===== config.mk =====
export PLATFORM = sky130hd
export DESIGN_NAME = id_stage
export DESIGN_NICKNAME = d
export VERILOG_FILES = /design/src/rtl/id_stage.sv
export SDC_FILE = /design/constraint.sdc
export NUM_CORES = 1
export LEC_CHECK = 0
export BUFFER_PORTS_ARGS = -buffer_cell sky130_fd_sc_hd__buf_2
export CORE_MARGIN = 10
export CORE_UTILIZATION = 30
export DETAILED_ROUTE_END_ITERATION = 8
export PLACE_DENSITY_LB_ADDON = 0.12
export SYNTH_ARGS = -nofsm -noshare
export SYNTH_HDL_FRONTEND = slang
export SYNTH_SLANG_ARGS = --single-unit

===== constraint.sdc =====
create_clock -name clk -period 2 [get_ports clk]
set_input_delay 0.4 -clock clk [delete_from_list [all_inputs] [get_ports clk]]
set_output_delay 0.4 -clock clk [all_outputs]
set_load 0.03 [all_outputs]

===== src/rtl/id_stage.sv =====
// Decode stage: IF/ID capture, opcode decode, registered ID/EX bundle.
// Owns the fetch stall for multi-cycle MUL and for the terminal HALT state.
module id_stage #(
  parameter int unsigned MUL_CYCLES = 3
) (
  input  logic        clk,
  input  logic        rstn,
  input  logic [7:0]  if_pc,
  input  logic [19:0] if_instr,
  output logic        stall,
  output logic        ex_valid,
  output logic [7:0]  ex_pc,
  output logic [3:0]  ex_op,
  output logic [7:0]  ex_a,
  output logic [7:0]  ex_b,
  output logic        ex_is_mul,
  output logic        ex_illegal,
  output logic        halted,
  output logic [7:0]  err_cnt
);

  typedef enum logic [1:0] {S_IDLE, S_BUSY, S_HALTED} state_t;

  localparam logic [3:0] OP_MUL   = 4'h8;
  localparam logic [3:0] OP_HALT  = 4'hF;
  localparam logic [3:0] MUL_INIT = 4'(MUL_CYCLES - 2);

  state_t      state_q, state_d;
  logic [3:0]  cnt_q, cnt_d;
  logic        ifid_valid_q, ifid_valid_d;
  logic [7:0]  ifid_pc_q, ifid_pc_d;
  logic [19:0] ifid_instr_q, ifid_instr_d;
  logic        ex_valid_q, ex_valid_d;
  logic [7:0]  ex_pc_q, ex_pc_d;
  logic [3:0]  ex_op_q, ex_op_d;
  logic [7:0]  ex_a_q, ex_a_d;
  logic [7:0]  ex_b_q, ex_b_d;
  logic        ex_is_mul_q, ex_is_mul_d;
  logic        ex_illegal_q, ex_illegal_d;
  logic        halted_q, halted_d;
  logic [7:0]  err_cnt_q, err_cnt_d;

  logic [3:0]  ifid_op;
  logic        issue, issue_mul, issue_halt, op_legal, stall_int;

  always_comb begin
    ifid_op    = ifid_instr_q[19:16];
    issue      = ifid_valid_q && (state_q == S_IDLE);
    issue_mul  = issue && (ifid_op == OP_MUL);
    issue_halt = issue && (ifid_op == OP_HALT);
    op_legal   = (ifid_op <= 4'h9) || (ifid_op == OP_HALT);
    // Depends only on registered state, never on the fetch inputs.
    stall_int  = issue_mul || issue_halt || (state_q != S_IDLE);

    state_d      = state_q;
    cnt_d        = cnt_q;
    ifid_valid_d = 1'b0;
    ifid_pc_d    = ifid_pc_q;
    ifid_instr_d = ifid_instr_q;
    ex_valid_d   = 1'b0;
    ex_pc_d      = 8'h00;
    ex_op_d      = 4'h0;
    ex_a_d       = 8'h00;
    ex_b_d       = 8'h00;
    ex_is_mul_d  = 1'b0;
    ex_illegal_d = 1'b0;
    halted_d     = halted_q;
    err_cnt_d    = err_cnt_q;

    if (!stall_int) begin
      ifid_valid_d = 1'b1;
      ifid_pc_d    = if_pc;
      ifid_instr_d = if_instr;
    end

    if (issue) begin
      ex_valid_d   = 1'b1;
      ex_pc_d      = ifid_pc_q;
      ex_op_d      = op_legal ? ifid_op : 4'h0;
      ex_a_d       = ifid_instr_q[15:8];
      ex_b_d       = ifid_instr_q[7:0];
      ex_is_mul_d  = issue_mul;
      ex_illegal_d = !op_legal;
      if (!op_legal && (err_cnt_q != 8'hFF)) err_cnt_d = err_cnt_q + 8'd1;
    end

    case (state_q)
      S_IDLE: begin
        if (issue_mul && (MUL_CYCLES > 2)) begin
          state_d = S_BUSY;
          cnt_d   = MUL_INIT;
        end else if (issue_halt) begin
          state_d  = S_HALTED;
          halted_d = 1'b1;
        end
      end
      S_BUSY: begin
        if (cnt_q == 4'd1) state_d = S_IDLE;
        cnt_d = cnt_q - 4'd1;
      end
      S_HALTED: state_d = S_HALTED;
      default:  state_d = S_IDLE;
    endcase
  end

  always_ff @(posedge clk or negedge rstn) begin
    if (!rstn) begin
      state_q      <= S_IDLE;
      cnt_q        <= 4'd0;
      ifid_valid_q <= 1'b0;
      ifid_pc_q    <= 8'h00;
      ifid_instr_q <= 20'h00000;
      ex_valid_q   <= 1'b0;
      ex_pc_q      <= 8'h00;
      ex_op_q      <= 4'h0;
      ex_a_q       <= 8'h00;
      ex_b_q       <= 8'h00;
      ex_is_mul_q  <= 1'b0;
      ex_illegal_q <= 1'b0;
      halted_q     <= 1'b0;
      err_cnt_q    <= 8'h00;
    end else begin
      state_q      <= state_d;
      cnt_q        <= cnt_d;
      ifid_valid_q <= ifid_valid_d;
      ifid_pc_q    <= ifid_pc_d;
      ifid_instr_q <= ifid_instr_d;
      ex_valid_q   <= ex_valid_d;
      ex_pc_q      <= ex_pc_d;
      ex_op_q      <= ex_op_d;
      ex_a_q       <= ex_a_d;
      ex_b_q       <= ex_b_d;
      ex_is_mul_q  <= ex_is_mul_d;
      ex_illegal_q <= ex_illegal_d;
      halted_q     <= halted_d;
      err_cnt_q    <= err_cnt_d;
    end
  end

  assign stall      = stall_int;
  assign ex_valid   = ex_valid_q;
  assign ex_pc      = ex_pc_q;
  assign ex_op      = ex_op_q;
  assign ex_a       = ex_a_q;
  assign ex_b       = ex_b_q;
  assign ex_is_mul  = ex_is_mul_q;
  assign ex_illegal = ex_illegal_q;
  assign halted     = halted_q;
  assign err_cnt    = err_cnt_q;

endmodule


=== After elaboration in Yosys (flattened, before gate mapping) ===
Cells that the tools add are included.

* Bits in registers: 75
* Logic and storage cells: 57
* Input port bits: 30
* Output and inout port bits: 41

* $lt $le $gt $ge: 1
* Add/subtract/negate cells: 2
* Muxes and demuxes: 15
* Bitwise operators: 1
* Eq/ne operators: 9
* Reduce and logical (&&, ||, !) cells: 15

{| class="wikitable"
|+ Operator list
! operator !! number
|-
| $mux W8 || 3
|-
| $mux W4 || 3
|-
| $add A8 B1 Y8 const B || 1
|-
| $eq A4 B4 Y1 const B || 2
|-
| $ne A8 B8 Y1 const B || 1
|-
| $pmux W4 S2 || 1
|-
| $mux W2 || 3
|-
| $pmux W2 S3 || 1
|-
| $reduce_and A2 Y1 || 3
|-
| $eq A4 B1 Y1 const B || 1
|-
| $le A4 B4 Y1 const B || 1
|-
| $logic_and A1 B1 Y1 || 4
|-
| $mux W1 || 4
|-
| $ne A2 B2 Y1 const B || 2
|-
| $reduce_bool A2 Y1 || 2
|-
| $sub A4 B1 Y4 const B || 1
|-
| $logic_or A1 B1 Y1 || 3
|-
| $ne A3 B3 Y1 const B || 1
|-
| $reduce_and A3 Y1 || 1
|-
| $eq A2 B1 Y1 const B || 1
|-
| $eq A2 B2 Y1 const B || 1
|-
| $logic_not A2 Y1 || 1
|-
| $logic_not A1 Y1 || 1
|-
| $not A1 Y1 || 1
|}

=== Logic depth before layout (Yosys ltp) ===
Gate-level depths: netlist of the first run.

* Depth after elaboration: 6
* Depth in mapped cells: 5
* Depth with buffers taken out: 5

=== Worst setup path after synthesis of the first run ===
Ideal clock, no wire load.

* Kind: reg2reg
* Start: reg err_cnt_q[0], in the netlist err_cnt[0]
* End: reg err_cnt_q[1], in the netlist err_cnt[1]
* Required time: 1875 ps
* Path slack: 123 ps
* Arrival: 1752 ps
* Buffers on the path: 0
* Clock period less this slack: 1877 ps
* Setup time: 125 ps
* Cell stages (with the launch flop): 6
* Cells stage by stage: dfrtp_1 > ha_1 > and3_1 > and3_1 > nor2_1 > mux2_2

* Cells in the longest elaborated chain, start to end: 3
* Elaborated cells between the ends (all ways): 4
* Classes of those cells: add/sub (1); eq/ne (1); reduce/logical (2)

{| class="wikitable"
|+ Ends and longest elaborated chain
! element !! line !! RTL
|-
| start: declaration || 41 || <nowiki>logic [7:0] err_cnt_q, err_cnt_d;</nowiki>
|-
| start signal: assignment || 136 || <nowiki>err_cnt_q <= err_cnt_d;</nowiki>
|-
| branches (longest 3 deep; another with $add A8 B1 Y8) || - ||
|}

Several ways; the timed one is not identified.
A chain may end at the register's enable or synchronous reset.

=== Worst setup path in the final report of the first run ===
* Start: reg ifid_instr_q[16]
* End: out stall

* Cells in the longest elaborated chain, start to end: 4
* Elaborated cells between the ends (all ways): 6
* Classes of those cells: eq/ne (2); reduce/logical (4)

{| class="wikitable"
|+ Ends and longest elaborated chain
! element !! line !! RTL
|-
| start: declaration || 32 || <nowiki>logic [19:0] ifid_instr_q, ifid_instr_d;</nowiki>
|-
| start signal: assignment || 127 || <nowiki>ifid_instr_q <= ifid_instr_d;</nowiki>
|-
| $eq A4 B4 Y1, on equally long branches || 49, 50 ||
|-
| $logic_and A1 B1 Y1, on equally long branches || 49, 50 ||
|-
| $logic_or A1 B1 Y1 * (2 in a row) || 53 || <nowiki>stall_int = issue_mul || issue_halt || (state_q != S_IDLE);</nowiki>
|-
| end: declaration || 10 || <nowiki>output logic stall,</nowiki>
|}

Every way passes the cells marked *; elsewhere a longest branch is shown, timed or not.

==> impl_table.tex, run 1 <==
\begin{tabular}{lr}
\hline
Metric & Value \\
\hline
\multicolumn{2}{l}{\textbf{Outcome}} \\
Outcome & complete, no violations \\
\multicolumn{2}{l}{\textbf{Synth}} \\
Cell count after synthesis & 198 \\
Cell variety after synth & 31 \\
Nets in the synthesized netlist & 231 \\
Post-synthesis sequential area ratio & 66.7\% \\
Dominant cell by count in the synthesized netlist & sky130\_fd\_sc\_hd\_\_dfrtp\_1 \\
Yosys warns & 0 \\
Flop and latch count out of synthesis & 75 \\
Post-synthesis cell type with the largest combined area & sky130\_fd\_sc\_hd\_\_dfrtp\_1 \\
Largest cells by area after synthesis & sky130\_fd\_sc\_hd\_\_dfrtp\_1 (67\%), sky130\_fd\_sc\_hd\_\_mux2\_2 (12\%), sky130\_fd\_sc\_hd\_\_and2\_1 (5.3\%) \\
Predominant post-synthesis flop cell & sky130\_fd\_sc\_hd\_\_dfrtp\_1 \\
Share of flip-flops with an asynchronous set or reset after synthesis & 100\% \\
Post-synth EDFFs & 0 \\
Average footprint of a synthesized cell & 14.2 um\^{}2 \\
Cell area after synthesis & 2820 um\^{}2 \\
Share of Yosys cell area claimed by the top area cell type & 66.7\% \\
Cell types with the highest counts after synthesis & sky130\_fd\_sc\_hd\_\_dfrtp\_1 (75), sky130\_fd\_sc\_hd\_\_mux2\_2 (29), sky130\_fd\_sc\_hd\_\_and2\_1 (24), sky130\_fd\_sc\_hd\_\_nand2\_1 (9), sky130\_fd\_sc\_hd\_\_and3\_1 (6) \\
\multicolumn{2}{l}{\textbf{Drt}} \\
Avg Vias per Cell & 4.35 \\
Average routed wire per standard cell & 14.4 um \\
Via total after detailed routing & 1,748 \\
Post-DRT Antenna Nets & 0 \\
Number of DRC violations after detailed-routing iteration 0 & 53 \\
Detailed-router iteration count before antenna repair & 3 \\
Number of remaining DRC errors & 0 \\
Aggregate routed wire length & 5.80 mm \\
\multicolumn{2}{l}{\textbf{Critical path}} \\
Cell at the slowest stage of the critical path & sky130\_fd\_sc\_hd\_\_dfrtp\_1 \\
Endpoint type of the worst setup path & primary output \\
Req. time, crit path & 1.60 ns \\
Worst setup SP type & flip-flop \\
Cell breakdown of the critical path & or3\_1 > nand2\_2 > a311oi\_4 > inv\_2 > buf\_6 \\
Critical path origin & ifid\_instr\_q[16] \\
Arrival time worst endpoint & 1.52 ns \\
CP max stage delay & 0.39 ns \\
Startpoint of the worst-slack reg-to-reg timing path & err\_cnt[0] \\
Largest fanout on the critical path & 3 \\
Path type of the worst setup path & reg -> out \\
Number of cells traversed by the worst register-to-register path & 5 \\
\multicolumn{2}{l}{\textbf{Global routing}} \\
Largest net degree at the start of global routing & 31 \\
Number of antenna violations at the first check in global routing & 0 \\
Met1 track demand over resource & 10.7\% \\
Global-route wire length before repair & 9.52 mm \\
Busiest layer in global routing & met2 \\
Met3 Use GR & 3.82\% \\
Number of global-route vias before repair & 1,912 \\
Sum of overflow across all layers after global routing & 0 \\
Met2 demand-to-capacity share in global routing & 13.8\% \\
Combined global-route utilization of all metal layers & 9.18\% \\
\multicolumn{2}{l}{\textbf{Die}} \\
Effective utilization at floorplan & 30.6\% \\
Placeable core region & 9200 um\^{}2 \\
Die span in x & 117 um \\
Placement row count & 35 \\
Die Area & 13,700 um\^{}2 \\
Height of the chip & 117 um \\
Number of top-level design ports & 71 \\
\multicolumn{2}{l}{\textbf{Layout}} \\
Fin nets & 319 \\
Finished Cell Area & 3610 um\^{}2 \\
Fraction of layout cells with a size suffix above 1 & 46.0\% \\
Final core utilization & 39.3\% \\
Number of fillers in the final layout & 902 \\
N\_diodes & 0 \\
Area growth from synthesis to layout & 28.4\% \\
\multicolumn{2}{l}{\textbf{Timing}} \\
Final-report setup violation count & 0 \\
Worst Clk Skew & 0.00995 ns \\
Count of final hold-check violations & 0 \\
Final Max Tran Viols & 0 \\
Sum of negative setup slack & 0 ns \\
Share of the cycle needed by the critical path after routing & 96.1\% \\
Remaining max-slew budget at the tightest pin & 75.9\% \\
RSZ-0062 raised after global routing & no \\
Max Clk Rate & 520 MHz \\
Worst Max-Slew Pin Slew & 0.362 ns \\
Setup slack of the critical path after layout & 0.0778 ns \\
Min Clock Period, post-route & 1.92 ns \\
\multicolumn{2}{l}{\textbf{Worst hold path}} \\
Type of the most critical hold path & in -> reg \\
Hold-critical path depth & 2 \\
Worst Hold Launch & if\_instr[4] \\
\multicolumn{2}{l}{\textbf{Place}} \\
Worst-case setup slack after placement & 0.251 ns \\
Dpl hpwl & 4.20 mm \\
Weighted congestion reported at the end of routability-driven placement & 0.701 \\
Placement Cell Area & 3370 um\^{}2 \\
PortBufs & 70 \\
\multicolumn{2}{l}{\textbf{CTS}} \\
TritonCTS clock tree & built \\
Htree depth & 3 \\
Clk root buf & sky130\_fd\_sc\_hd\_\_clkbuf\_8 \\
Insertion delay to the later sink of the worst-skew pair & 0.35 ns \\
Number of buffers on the longest clock path & 2 \\
TritonCTS buffer count & 9 \\
Clock edge transition at the registers on the reported setup and hold paths & 0.09 ns \\
Sink count of the clock tree & 75 \\
\multicolumn{2}{l}{\textbf{Power and ir drop}} \\
Leakage & 0.00185 uW \\
Power density cells & 1510 nW/um\^{}2 \\
IR drop worst, VDD & 0.559 mV \\
\multicolumn{2}{l}{\textbf{Job}} \\
Number of violations of the max-capacitance limit & 0 \\
\hline
\end{tabular}
-- path summary, 6_finish.rpt --
| check | to | slack, ns |
|---|---|---|
| max | stall | 0.08 |
| min | ifid_instr_q[4] | 0.26 |
| max reg2reg | err_cnt[1] | 0.25 |
| min reg2reg | ex_a[0] | 0.47 |
| max in group asynchronous | state_q[1] | 0.89 |
| min in group asynchronous | ifid_instr_q[2] | 0.50 |
-- stage by stage --
stage               hold slack [ns]  std cells  power [uW]
detailed placement            0.346        383        4260
global placement              0.348        383        4230
finish                        0.263        402        5450
CTS                           0.239        402        5560
floorplan                     0.104        198        3660
global route                  0.261        402        5840
-- kinds of logic after synthesis --
group / after synthesis / share of synthesized area, %
AOI/OAI and AO/OA: 12 / 3.51
xor gates and xnor gates: 5 / 1.56
adders and majority gates: 3 / 1.33
buffers and inverters: 12 / 2.44
DFF: 75 / 66.7
muxes: 30 / 12.0
and+or+nand+nor: 61 / 12.5
-- placed cells by master (no fill, tap or decap), types with 2 or more instances in the layout --
cell,Yosys,layout
sky130_fd_sc_hd__inv_2,1,2
sky130_fd_sc_hd__nand3_1,5,5
sky130_fd_sc_hd__buf_2,0,68
sky130_fd_sc_hd__ha_1,3,3
sky130_fd_sc_hd__clkbuf_8,0,10
sky130_fd_sc_hd__mux2_2,29,29
sky130_fd_sc_hd__a31oi_1,2,2
sky130_fd_sc_hd__buf_12,0,2
sky130_fd_sc_hd__xor2_1,5,5
sky130_fd_sc_hd__nor3_1,4,4
sky130_fd_sc_hd__nor4_1,2,2
sky130_fd_sc_hd__clkinv_4,0,2
sky130_fd_sc_hd__buf_4,0,12
sky130_fd_sc_hd__inv_6,0,2
sky130_fd_sc_hd__nor2b_1,2,2
sky130_fd_sc_hd__dfrtp_1,75,75
sky130_fd_sc_hd__and3_1,6,6
sky130_fd_sc_hd__nand2_1,9,8
sky130_fd_sc_hd__inv_1,4,3
sky130_fd_sc_hd__nand2b_1,2,2
sky130_fd_sc_hd__nor2_1,2,2
sky130_fd_sc_hd__and2_1,24,24
sky130_fd_sc_hd__a21oi_1,3,3
sky130_fd_sc_hd__o21ai_0,3,3
-- worst max-delay path: cells and delay by family (launching register included) --
kind                   cells  cell delay (ns)
AOI/OAI and AO/OA          1             0.10
and+or+nand+nor            2             0.47
buffers and inverters      2             0.22
DFF                        1             0.39
-- flip-flops by register name (all words and copies together), names as in the netlist, 2 cells and up --
register,count
err_cnt,8
cnt_q,4
ex_a,8
ex_b,8
state_q,2
ifid_pc_q,8
ex_op,4
ex_pc,8
ifid_instr_q,20
-- final cells by class --
type	count	area (um^2)	share of cell area (%)
clock buffer	10	138	3.81
timing repair buffer	84	492	13.6
sequential	75	1880	51.9
tap	111	139	3.84
clock inverter	6	72.6	2.01
multi-input combinational	111	878	24.3
inverter	5	18.8	0.519
-- power breakdown --
| group | switching [uW] | internal [uW] | leakage, uW | total [uW] |
|---|---|---|---|---|
| clock network | 593 | 623 | 0.000103 | 1220 |
| registers | 292 | 2050 | 0.000959 | 2340 |
| logic | 1010 | 887 | 0.000787 | 1890 |
-- layer usage --
layer	vias up	share of wire, %
met2	43	46
met5	-	0
li1	851	-
met1	843	44
met4	0	2.2
met3	11	8.2
-- repair_timing --
item / CTS / global route
gates resized for setup: 3 / 1
hold buffers: 1 / 0
buffers inserted: 2 / 0
pin swaps: 1 / 1
endpoints found under the setup margin: 1 / 1
endpoints found under the hold margin: 25 / 0
No activity file was read; power rests on OpenSTA's default activity.
==> inputs of run 2 (changes only) <==
Settings changed: CELL_PAD_IN_SITES_DETAIL_PLACEMENT set to 1, CELL_PAD_IN_SITES_GLOBAL_PLACEMENT set to 2, CORE_ASPECT_RATIO set to 0.6, CTS_BUF_LIST set to sky130_fd_sc_hd__clkbuf_2 sky130_fd_sc_hd__clkbuf_4 sky130_fd_sc_hd__clkbuf_8.
==> impl_table.tex, run 2 (same netlist as run 1, synthesis figures left out) <==
\begin{tabular}{lr}
\hline
Metric & Value \\
\hline
\multicolumn{2}{l}{\textbf{CTS}} \\
Clk root buf & sky130\_fd\_sc\_hd\_\_clkbuf\_8 \\
TritonCTS buffer count & 9 (unchanged) \\
TritonCTS clock tree & built \\
Htree depth & 3 (unchanged) \\
Number of buffers on the longest clock path & 2 (unchanged) \\
Insertion delay to the later sink of the worst-skew pair & 0.36 ns (about the same) \\
Clock edge transition at the registers on the reported setup and hold paths & 0.07 ns (-0.02 ns) \\
Sink count of the clock tree & 75 (unchanged) \\
\multicolumn{2}{l}{\textbf{Die}} \\
Placeable core region & 9160 um\^{}2 (-0.45\%) \\
Placement row count & 27 (-23\%) \\
Number of top-level design ports & 71 (unchanged) \\
Die span in x & 145 um (+24\%) \\
Effective utilization at floorplan & 30.8\% (+0.14 points) \\
Height of the chip & 95.0 um (-19\%) \\
Die Area & 13,800 um\^{}2 (+0.93\%) \\
\multicolumn{2}{l}{\textbf{Drt}} \\
Detailed-router iteration count before antenna repair & 4 (+1) \\
Via total after detailed routing & 1,756 (+0.46\%) \\
Avg Vias per Cell & 4.19 (-3.6\%) \\
Aggregate routed wire length & 6.41 mm (+11\%) \\
Number of DRC violations after detailed-routing iteration 0 & 77 (+45\%) \\
Post-DRT Antenna Nets & 0 (unchanged) \\
Number of remaining DRC errors & 0 (unchanged) \\
Average routed wire per standard cell & 15.3 um (+6.1\%) \\
\multicolumn{2}{l}{\textbf{Global routing}} \\
Largest net degree at the start of global routing & 43 (+39\%) \\
Busiest layer in global routing & met2 \\
Met3 Use GR & 5.72\% (+1.9 points) \\
Met2 demand-to-capacity share in global routing & 14.2\% (+0.47 points) \\
Sum of overflow across all layers after global routing & 0 (unchanged) \\
Combined global-route utilization of all metal layers & 10.3\% (+1.2 points) \\
Met1 track demand over resource & 13.3\% (+2.6 points) \\
Global-route wire length before repair & 11.1 mm (+16\%) \\
Number of antenna violations at the first check in global routing & 1 (+1) \\
Number of global-route vias before repair & 2,058 (+7.6\%) \\
\multicolumn{2}{l}{\textbf{Timing}} \\
Worst Clk Skew & 0.00986 ns (-0.0000835 ns) \\
Share of the cycle needed by the critical path after routing & 96.9\% (+0.78 points) \\
Min Clock Period, post-route & 1.94 ns (+0.0157 ns) \\
Count of final hold-check violations & 0 (unchanged) \\
RSZ-0062 raised after global routing & yes \\
Final Max Tran Viols & 0 (unchanged) \\
Max Clk Rate & 516 MHz (-0.81\%) \\
Worst Max-Slew Pin Slew & 0.553 ns (+0.191 ns) \\
Remaining max-slew budget at the tightest pin & 63.1\% (-13 points) \\
Final-report setup violation count & 0 (unchanged) \\
Final hold slack & 0.0338 ns (-0.229 ns) \\
\multicolumn{2}{l}{\textbf{Layout}} \\
Fraction of layout cells with a size suffix above 1 & 45.8\% (-0.21 points) \\
Top library cells by usage in the layout, fill and taps aside & sky130\_fd\_sc\_hd\_\_dfrtp\_1 (74), sky130\_fd\_sc\_hd\_\_buf\_2 (68), sky130\_fd\_sc\_hd\_\_mux2\_2 (29) \\
Register with the most flip-flops & ifid\_instr\_q \\
Max reg flops & 20 (unchanged) \\
Area growth from synthesis to layout & 27.9\% \\
Fin nets & 318 (-0.31\%) \\
Most frequent standard cell in the layout excluding fill and tap cells & sky130\_fd\_sc\_hd\_\_dfrtp\_1 \\
\multicolumn{2}{l}{\textbf{Critical path}} \\
Combined buffer and inverter count along the critical path & 2 (unchanged) \\
Path type of the worst setup path & reg -> out \\
Number of cells traversed by the worst register-to-register path & 6 (+1) \\
Top Family by Delay on Critical Path & simple AND/OR/NAND/NOR gates \\
Largest fanout on the critical path & 3 (unchanged) \\
Worst-case register-to-register setup slack & 0.26 ns (about the same) \\
Req. time, crit path & 1.60 ns (about the same) \\
Startpoint of the worst-slack reg-to-reg timing path & ifid\_instr\_q[16] \\
Endpoint type of the worst setup path & primary output \\
Cell at the slowest stage of the critical path & sky130\_fd\_sc\_hd\_\_dfrtp\_2 \\
Worst setup SP type & flip-flop \\
Arrival time worst endpoint & 1.54 ns (+0.02 ns) \\
Cell breakdown of the critical path & or3\_1 > nand2\_2 > a311oi\_4 > inv\_1 > buf\_6 \\
CP max stage delay & 0.41 ns (+0.02 ns) \\
Worst R2R End & ifid\_instr\_q[4] \\
\multicolumn{2}{l}{\textbf{Job}} \\
Number of violations of the max-capacitance limit & 0 (unchanged) \\
\multicolumn{2}{l}{\textbf{Power and ir drop}} \\
IR drop worst, VDD & 0.498 mV (-11\%) \\
Power, Total & 5330 uW (-2.1\%) \\
Power density cells & 1480 nW/um\^{}2 (-1.8\%) \\
Sequential share of power & 43.8\% (+0.9 points) \\
Leakage & 0.00184 uW (-0.73\%) \\
Gate power share & 37.0\% (+2.3 points) \\
Sw Share & 34.9\% (+0.18 points) \\
Internal power & 3470 uW (-2.4\%) \\
Fraction of power consumed by the clock network & 19.1\% (-3.2 points) \\
Power dissipated by switching net loads & 1860 uW (-1.6\%) \\
\multicolumn{2}{l}{\textbf{Place}} \\
PortBufs & 70 (unchanged) \\
Dpl hpwl & 4.61 mm (+10\%) \\
Weighted congestion reported at the end of routability-driven placement & 0.740 (+5.7\%) \\
\multicolumn{2}{l}{\textbf{Outcome}} \\
Outcome & complete, no violations \\
\multicolumn{2}{l}{\textbf{Worst hold path}} \\
Type of the most critical hold path & in -> async \\
\hline
\end{tabular}
## run 2: per-stage QoR
| step | util, % | setup TNS [ns] | setup WS [ns] | area, um^2 | cells |
|---|---|---|---|---|---|
| after floorplan | - | 0 | 0.123 | 2820 | 198 |
| after global placement | 37.1 | 0 | 0.135 | 3400 | 401 |
| after detailed placement | 37.1 | 0 | 0.0874 | 3400 | 401 |
| after CTS | 39.2 | 0 | 0.00351 | 3590 | 418 |
| after global routing | 39.3 | -0.0163 | -0.0163 | 3600 | 418 |
| final | 39.3 | 0 | 0.0622 | 3600 | 419 |
## run 2: routing by layer
metal	wire length (um)	part of all wire [%]
met1	3280	51
met2	2560	40
met3	464	7.2
met4	104	1.6
met5	0	0
## run 2: power groups by stage
stage	registers (uW)	clock network, uW	logic, uW
after floorplan	2690	0	974
after global placement	2380	0	1920
after detailed placement	2390	0	1930
after CTS	2350	1070	2010
after global routing	2420	1150	2180
final	2340	1020	1970
## run 2: cell type report
class | count | area (um^2)
fillers | 993 | 5550
flip-flops and latches | 75 | 1880
multi-input cells | 111 | 878
repair buffers | 83 | 494
well taps | 130 | 163
clock buffers | 11 | 151
inverters | 5 | 18.8
clock inverters | 3 | 15.0
diodes | 1 | 2.50
## run 2: how the worst max path moves through the flow
stage                      from         endpoint  slack, ns  cells past startpoint
4_1_cts        ifid_instr_q[17]            stall      0.004                      5
5_1_grt        ifid_instr_q[16]            stall      -0.02                      5
3_3_place_gp   ifid_instr_q[16]  ifid_instr_q[3]       0.13                      5
2_1_floorplan        err_cnt[0]       err_cnt[1]       0.12                      5
6_report       ifid_instr_q[16]            stall       0.06                      5
3_5_place_dp   ifid_instr_q[16]     ifid_pc_q[5]       0.09                      5
## run 2: repair_timing
item	4_1_cts	5_1_grt
endpoints found under the hold margin	0	0
pin swaps	1	2
hold buffers	0	0
buffers inserted	3	0
cloned	0	0
resized for setup	2	2
endpoints found under the setup margin	1	1
